`src/rtl/gsim_update.sv`:
```
// Gauss-Seidel update stage for the GSIM solver: three-stage pipeline computing
// x_i' = (b + 13*s1 - 6*s2 + s3) / 20 via reciprocal multiply, saturated to BIT_WIDTH.
module gsim_update #(
    parameter int BIT_WIDTH = 32,
    parameter int RECIP     = 52429,
    parameter int RSHIFT    = 20
) (
    input  logic                        clk,
    input  logic                        rst_n,
    input  logic                        in_valid,
    output logic                        in_ready,
    input  logic signed [BIT_WIDTH-1:0] b_in,
    input  logic signed [BIT_WIDTH-1:0] n1a,
    input  logic signed [BIT_WIDTH-1:0] n1b,
    input  logic signed [BIT_WIDTH-1:0] n2a,
    input  logic signed [BIT_WIDTH-1:0] n2b,
    input  logic signed [BIT_WIDTH-1:0] n3a,
    input  logic signed [BIT_WIDTH-1:0] n3b,
    output logic                        out_valid,
    input  logic                        out_ready,
    output logic signed [BIT_WIDTH-1:0] x_out
);
    localparam int SW = BIT_WIDTH + 1;
    localparam int WW = BIT_WIDTH + 6;
    localparam int RW = 33;
    localparam int PW = WW + RW;

    localparam logic signed [RW-1:0] RECIP_S = {1'b0, 32'(RECIP)};
    localparam logic signed [WW-1:0] K13     = WW'(13);
    localparam logic signed [WW-1:0] K6      = WW'(6);

    function automatic logic signed [BIT_WIDTH-1:0] sat(input logic signed [PW-1:0] q);
        logic signed [PW-1:0] hi;
        logic signed [PW-1:0] lo;
        hi = PW'({1'b0, {(BIT_WIDTH-1){1'b1}}});
        lo = -hi - PW'(1);
        if (q > hi)
            sat = hi[BIT_WIDTH-1:0];
        else if (q < lo)
            sat = lo[BIT_WIDTH-1:0];
        else
            sat = q[BIT_WIDTH-1:0];
    endfunction

    logic                        vld_p0, vld_p1, vld_p2;
    logic signed [BIT_WIDTH-1:0] b_p0;
    logic signed [SW-1:0]        s1_p0, s2_p0, s3_p0;
    logic signed [WW-1:0]        w_p1;

    logic                        en;
    logic signed [SW-1:0]        s1_c, s2_c, s3_c;
    logic signed [WW-1:0]        w_c;
    logic signed [PW-1:0]        p_c, q_c;
    logic signed [BIT_WIDTH-1:0] x_c;

    // The whole pipe advances or freezes together; bubbles keep their slot.
    assign en        = !vld_p2 || out_ready;
    assign in_ready  = en;
    assign out_valid = vld_p2;

    // stage 1: pairwise neighbour sums
    assign s1_c = SW'(n1a) + SW'(n1b);
    assign s2_c = SW'(n2a) + SW'(n2b);
    assign s3_c = SW'(n3a) + SW'(n3b);

    // stage 2: weighted combination, exact in WW bits
    assign w_c = WW'(b_p0) + K13 * WW'(s1_p0) - K6 * WW'(s2_p0) + WW'(s3_p0);

    // stage 3: divide by 20 as multiply + arithmetic shift (floor), then saturate
    assign p_c = PW'(w_p1) * PW'(RECIP_S);
    assign q_c = p_c >>> RSHIFT;
    assign x_c = sat(q_c);

    always_ff @(posedge clk) begin
        if (!rst_n) begin
            vld_p0 <= 1'b0;
            vld_p1 <= 1'b0;
            vld_p2 <= 1'b0;
            b_p0   <= '0;
            s1_p0  <= '0;
            s2_p0  <= '0;
            s3_p0  <= '0;
            w_p1   <= '0;
            x_out  <= '0;
        end else if (en) begin
            vld_p0 <= in_valid;
            vld_p1 <= vld_p0;
            vld_p2 <= vld_p1;
            b_p0   <= b_in;
            s1_p0  <= s1_c;
            s2_p0  <= s2_c;
            s3_p0  <= s3_c;
            w_p1   <= w_c;
            x_out  <= x_c;
        end
    end

endmodule

```
`config.mk`:
```
export PLATFORM = sky130hd
export DESIGN_NAME = gsim_update
export DESIGN_NICKNAME = d
export VERILOG_FILES = /design/src/rtl/gsim_update.sv
export SDC_FILE = /design/constraint.sdc
export NUM_CORES = 2
export LEC_CHECK = 0
export ABC_AREA = 1
export CORE_MARGIN = 2
export CORE_UTILIZATION = 40
export CTS_BUF_LIST = sky130_fd_sc_hd__clkbuf_8
export DETAILED_ROUTE_END_ITERATION = 6
export PLACE_DENSITY_LB_ADDON = 0.05
export REMOVE_ABC_BUFFERS = 1
export SYNTH_ARGS = -nofsm -noshare
export SYNTH_HDL_FRONTEND = slang
export SYNTH_SLANG_ARGS = --single-unit
```
`constraint.sdc`:
```
create_clock -name clk -period 6.7 [get_ports clk]
set_input_delay 1.005 -clock clk [delete_from_list [all_inputs] [get_ports clk]]
set_output_delay 1.005 -clock clk [all_outputs]
set_load 0.05 [all_outputs]
```
=== Yosys cells after proc, flatten, opt, wreduce, memory -nomap -nowiden ===
Index checks and enable logic that the tools add are counted.

* Register bits after elaboration: 204
* Input bits: 228
* Output and inout bits: 34
* Logic and storage cells: 24

* $add $sub $neg: 6
* Multipliers: 3
* Magnitude comparators: 2
* Multiplexer cells: 2
* Reduce and logical (&&, ||, !) cells: 2

{| class="wikitable"
|+ Operator list
! operator !! number
|-
| $add A32 B32 Y33 || 3
|-
| $mux W32 || 2
|-
| $mul A38 B17 Y55 const B || 1
|-
| $add A32 B38 Y38 || 1
|-
| $add A38 B33 Y38 || 1
|-
| $mul A5 B33 Y38 const A || 1
|-
| $sub A38 B37 Y38 || 1
|-
| $mul A3 B33 Y36 const A || 1
|-
| $gt A35 B32 Y1 const B || 1
|-
| $lt A35 B32 Y1 const B || 1
|-
| $logic_not A1 Y1 || 1
|-
| $logic_or A1 B1 Y1 || 1
|}

=== Logic depth before layout (Yosys ltp) ===
* Depth after elaboration: 4
* Mapped depth: 37

=== Worst setup path after synthesis ===
No wires, ideal clock.

* Kind: register to register
* Start: register s2_p0[4]
* End: register w_p1[35]
* Library setup time: 116 ps
* Arrival: 5262 ps
* Required time: 6584 ps
* Path slack: 1321 ps
* Stages on the path, launching flop included: 34
* Path buffers: 0
* Cells stage by stage: dfxtp_1 ha_1 ha_1 inv_1 nor3_1 nand2_1 o211ai_1 nand2_1 nand2_1 a21oi_1 o21ai_0 nand2_1 nand2_1 nand2_1 nand3b_1 nand2_1 ha_1 fa_1 inv_1 fa_1 fa_1 inv_1 ha_1 nand2_1 nor2_1 inv_1 nor2_1 inv_1 nor4_1 nand3_1 nand4_1 nand3_1 o211ai_1 inv_1

* Cells in the longest elaborated chain, start to end: 3

{| class="wikitable"
|+ RTL lines
! item !! line !! RTL
|-
| from (decl) || 47 || <nowiki>logic signed [SW-1:0] s1_p0, s2_p0, s3_p0;</nowiki>
|-
| from (signal assigned) || 81 || <nowiki>s2_p0 <= '0;</nowiki>
|-
| from (signal assigned) || 91 || <nowiki>s2_p0 <= s2_c;</nowiki>
|-
| $mul A3 B33 Y36 || 67 || <nowiki>assign w_c = WW'(b_p0) + K13 * WW'(s1_p0) - K6 * WW'(s2_p0) + WW'(s3_p0);</nowiki>
|-
| $sub A38 B37 Y38 || 67 ||
|-
| $add A38 B33 Y38 || 67 ||
|-
| to (signal assigned) || 93 || <nowiki>w_p1 <= w_c;</nowiki>
|-
| to (decl) || 48 || <nowiki>logic signed [WW-1:0] w_p1;</nowiki>
|}

No other way between the ends.
A chain may end at the register's enable or synchronous reset.

=== Worst setup path after layout ===
* Start: register s2_p0[4]
* End: register w_p1[32]

Same word-level chain as after synthesis.

==> impl_results.md <==
* Layout cell share with drive strength beyond 1 at 2.94%
* Most common cell after layout, fill and taps aside: inv_1
* Prevailing post-synth register cell: dfxtp_1
* Clock Latency Late Sink at 650 ps
* Initial antenna violation count at 2
* Vias per inst at 4.91
* Pin count of the biggest net entering global routing at 121
* RSZ-0062 raised after global routing: false
* Final Critical Period at 6260 ps
* CTS tree: built
* Crit path arrival time at 6800 ps
* Critical path type: reg -> reg
* Max-slew headroom at 43.1%
* Status: completed
* Drt first pass iters at 6
* R2R Setup Slk at 440 ps
* First DRT Iteration DRCs at 1232
* Worst setup EP type: flip-flop
* Hold Worst Slack at 455 ps
* Dpl cell area at 37500 um2
* Routed Antenna Nets at 0
* Die width at 294 um
* # IOs at 262
* Vias in the first global route at 30100
* Hold Path Class: reg -> reg
* Die Y at 294 um
* Worst-case clock buffer depth at 3
* Drt total wl at 105000 um
* Yosys cell types at 47
* Slowest CP cell: fa_1
* Post-Synthesis Cells at 4508
* CTS Hold Bufs at 0
* CTS H-tree depth at 2
* Syn-to-layout area delta at 14.1%
* Total global-route track usage at 24.5%
* Fin nets at 5851
* Placement row count at 106
* Endpoints failing hold at 0
* Root buffer cell: clkbuf_8
* Crit-path max FO at 6
* Worst path max stage delay at 490 ps
* Num CTS Buffers at 43
* Fraction of registers with async set/reset at 0%
* Most frequent cells in the layout: inv_1 (1049), nand2_1 (683), ha_1 (479), nor2_1 (381), fa_1 (376)
* Number of synthesis warnings at 0
* Maxcap violations at 0
* Total gr overflow at 0
* Fmax at 160 MHz
* Fin area at 38400 um2
* Setup violators final at 0
* Worst-path clk slew at 60 ps
* Worst path required time at 7240 ps
* Post-DP HPWL at 91100 um
* Max-slew violations at 0
* Number of synthesized flops with an enable pin at 0
* Initial Utilization at 40.3%
* Netlist Area Pre-Place at 33600 um2
* Core ar. at 83400 um2
* I/O Buffers at 261
* Final Cycle Share at 93.4%
* Sink Count at 204
* Number of synthesized register bits at 204
* Worst-margin pin slew at 845 ps
* DR DRC count at 0
* WL/cell at 17.8 um
* Worst Skew at 46.5 ps
* Seq/Total Area, Yosys at 12.2%
* Via count at 28900
* CP Launch Type: flip-flop
* Avg Inst Size Synth at 7.45 um2
* First-pass GRT wire length at 166000 um
* Die Area at 86300 um2
* Routability congestion estimate at 0.928
-- cell usage after synthesis (all sizes together), types with 54 or more instances --
cell type  number  area (um2)
inv          1042        3910
nand2         686        2580
ha            479        5990
nor2          383        1440
fa            376        7530
o21ai         323        1630
a21oi         303        1630
dfxtp         204        4080
nand3         136         681
o21bai         95         713
xor2           90         796
clkbuf         59         221
xnor2          54         473
-- registers in the layout, summed over array words and instances, names as in the netlist --
register / cells
b_p0: 32
out_valid: 1
s1_p0: 33
s2_p0: 33
s3_p0: 33
vld_p0: 1
vld_p1: 1
w_p1: 38
x_out: 32
-- cell families after synthesis --
group                      after synthesis  synth area share (%)
xor gates and xnor gates               144                  3.78
and+or+nand+nor                       1313                  15.9
DFF                                    204                  12.2
AOI/OAI and AO/OA                      877                  15.4
adders and majority gates              856                  40.3
buffers and inverters                 1114                  12.6
-- worst max-delay path, delay by kind of cell (launching register included) --
| kind | cells | cell delay (ps) |
|---|---|---|
| compound gates | 11 | 2190 |
| xor+xnor | 1 | 340 |
| fa+ha+maj | 7 | 2720 |
| buf+inv | 4 | 300 |
| flops | 1 | 330 |
| simple gates | 4 | 290 |
-- layout make-up --
cell class | instances | area [um2]
timing repair buffer | 286 | 2840
fill | 8736 | 45100
clock inverter | 20 | 179
clock buffer | 48 | 661
inverter | 1043 | 3930
sequential | 204 | 4080
tap | 1080 | 1350
antenna | 2 | 5.00
multi-input combinational | 3190 | 25300
-- per-stage QoR --
step,std cells,setup slack (ps),util [%],TNS (ps)
after floorplan,4437,-4350,-,-781790
after global placement,5803,239,45.0,0
after detailed placement,5803,287,45.0,0
after CTS,5871,281,46.0,0
after global routing,5873,38.4,46.0,0
final,5873,440,46.0,0
-- layer usage --
metal	global-route usage, %	part of all wire [%]	routed length [um]	vias up
li1	-	-	-	14800
met1	31.4	45	47500	13400
met2	44.3	49	51700	463
met3	2.00	2.5	2660	127
met4	6.31	2.6	2680	0
met5	0	0	0	-
-- final timing paths --
check | start | to | depth (start not counted)
max | s2_p0[4] | w_p1[32] | 27
min | vld_p1 | vld_p1 | 2
min reg2reg | vld_p1 | vld_p1 | 2
max reg2reg | s2_p0[4] | w_p1[32] | 27
-- repair_timing --
action | in CTS | in global routing
setup endpoints to repair | 0 | 6
endpoints found under the hold margin | 0 | 0
setup buffers | 0 | 0
resized for setup | 0 | 3
Power is not shown: default switching activity piles up to over one toggle a cycle in this logic, so the estimate is an artifact.
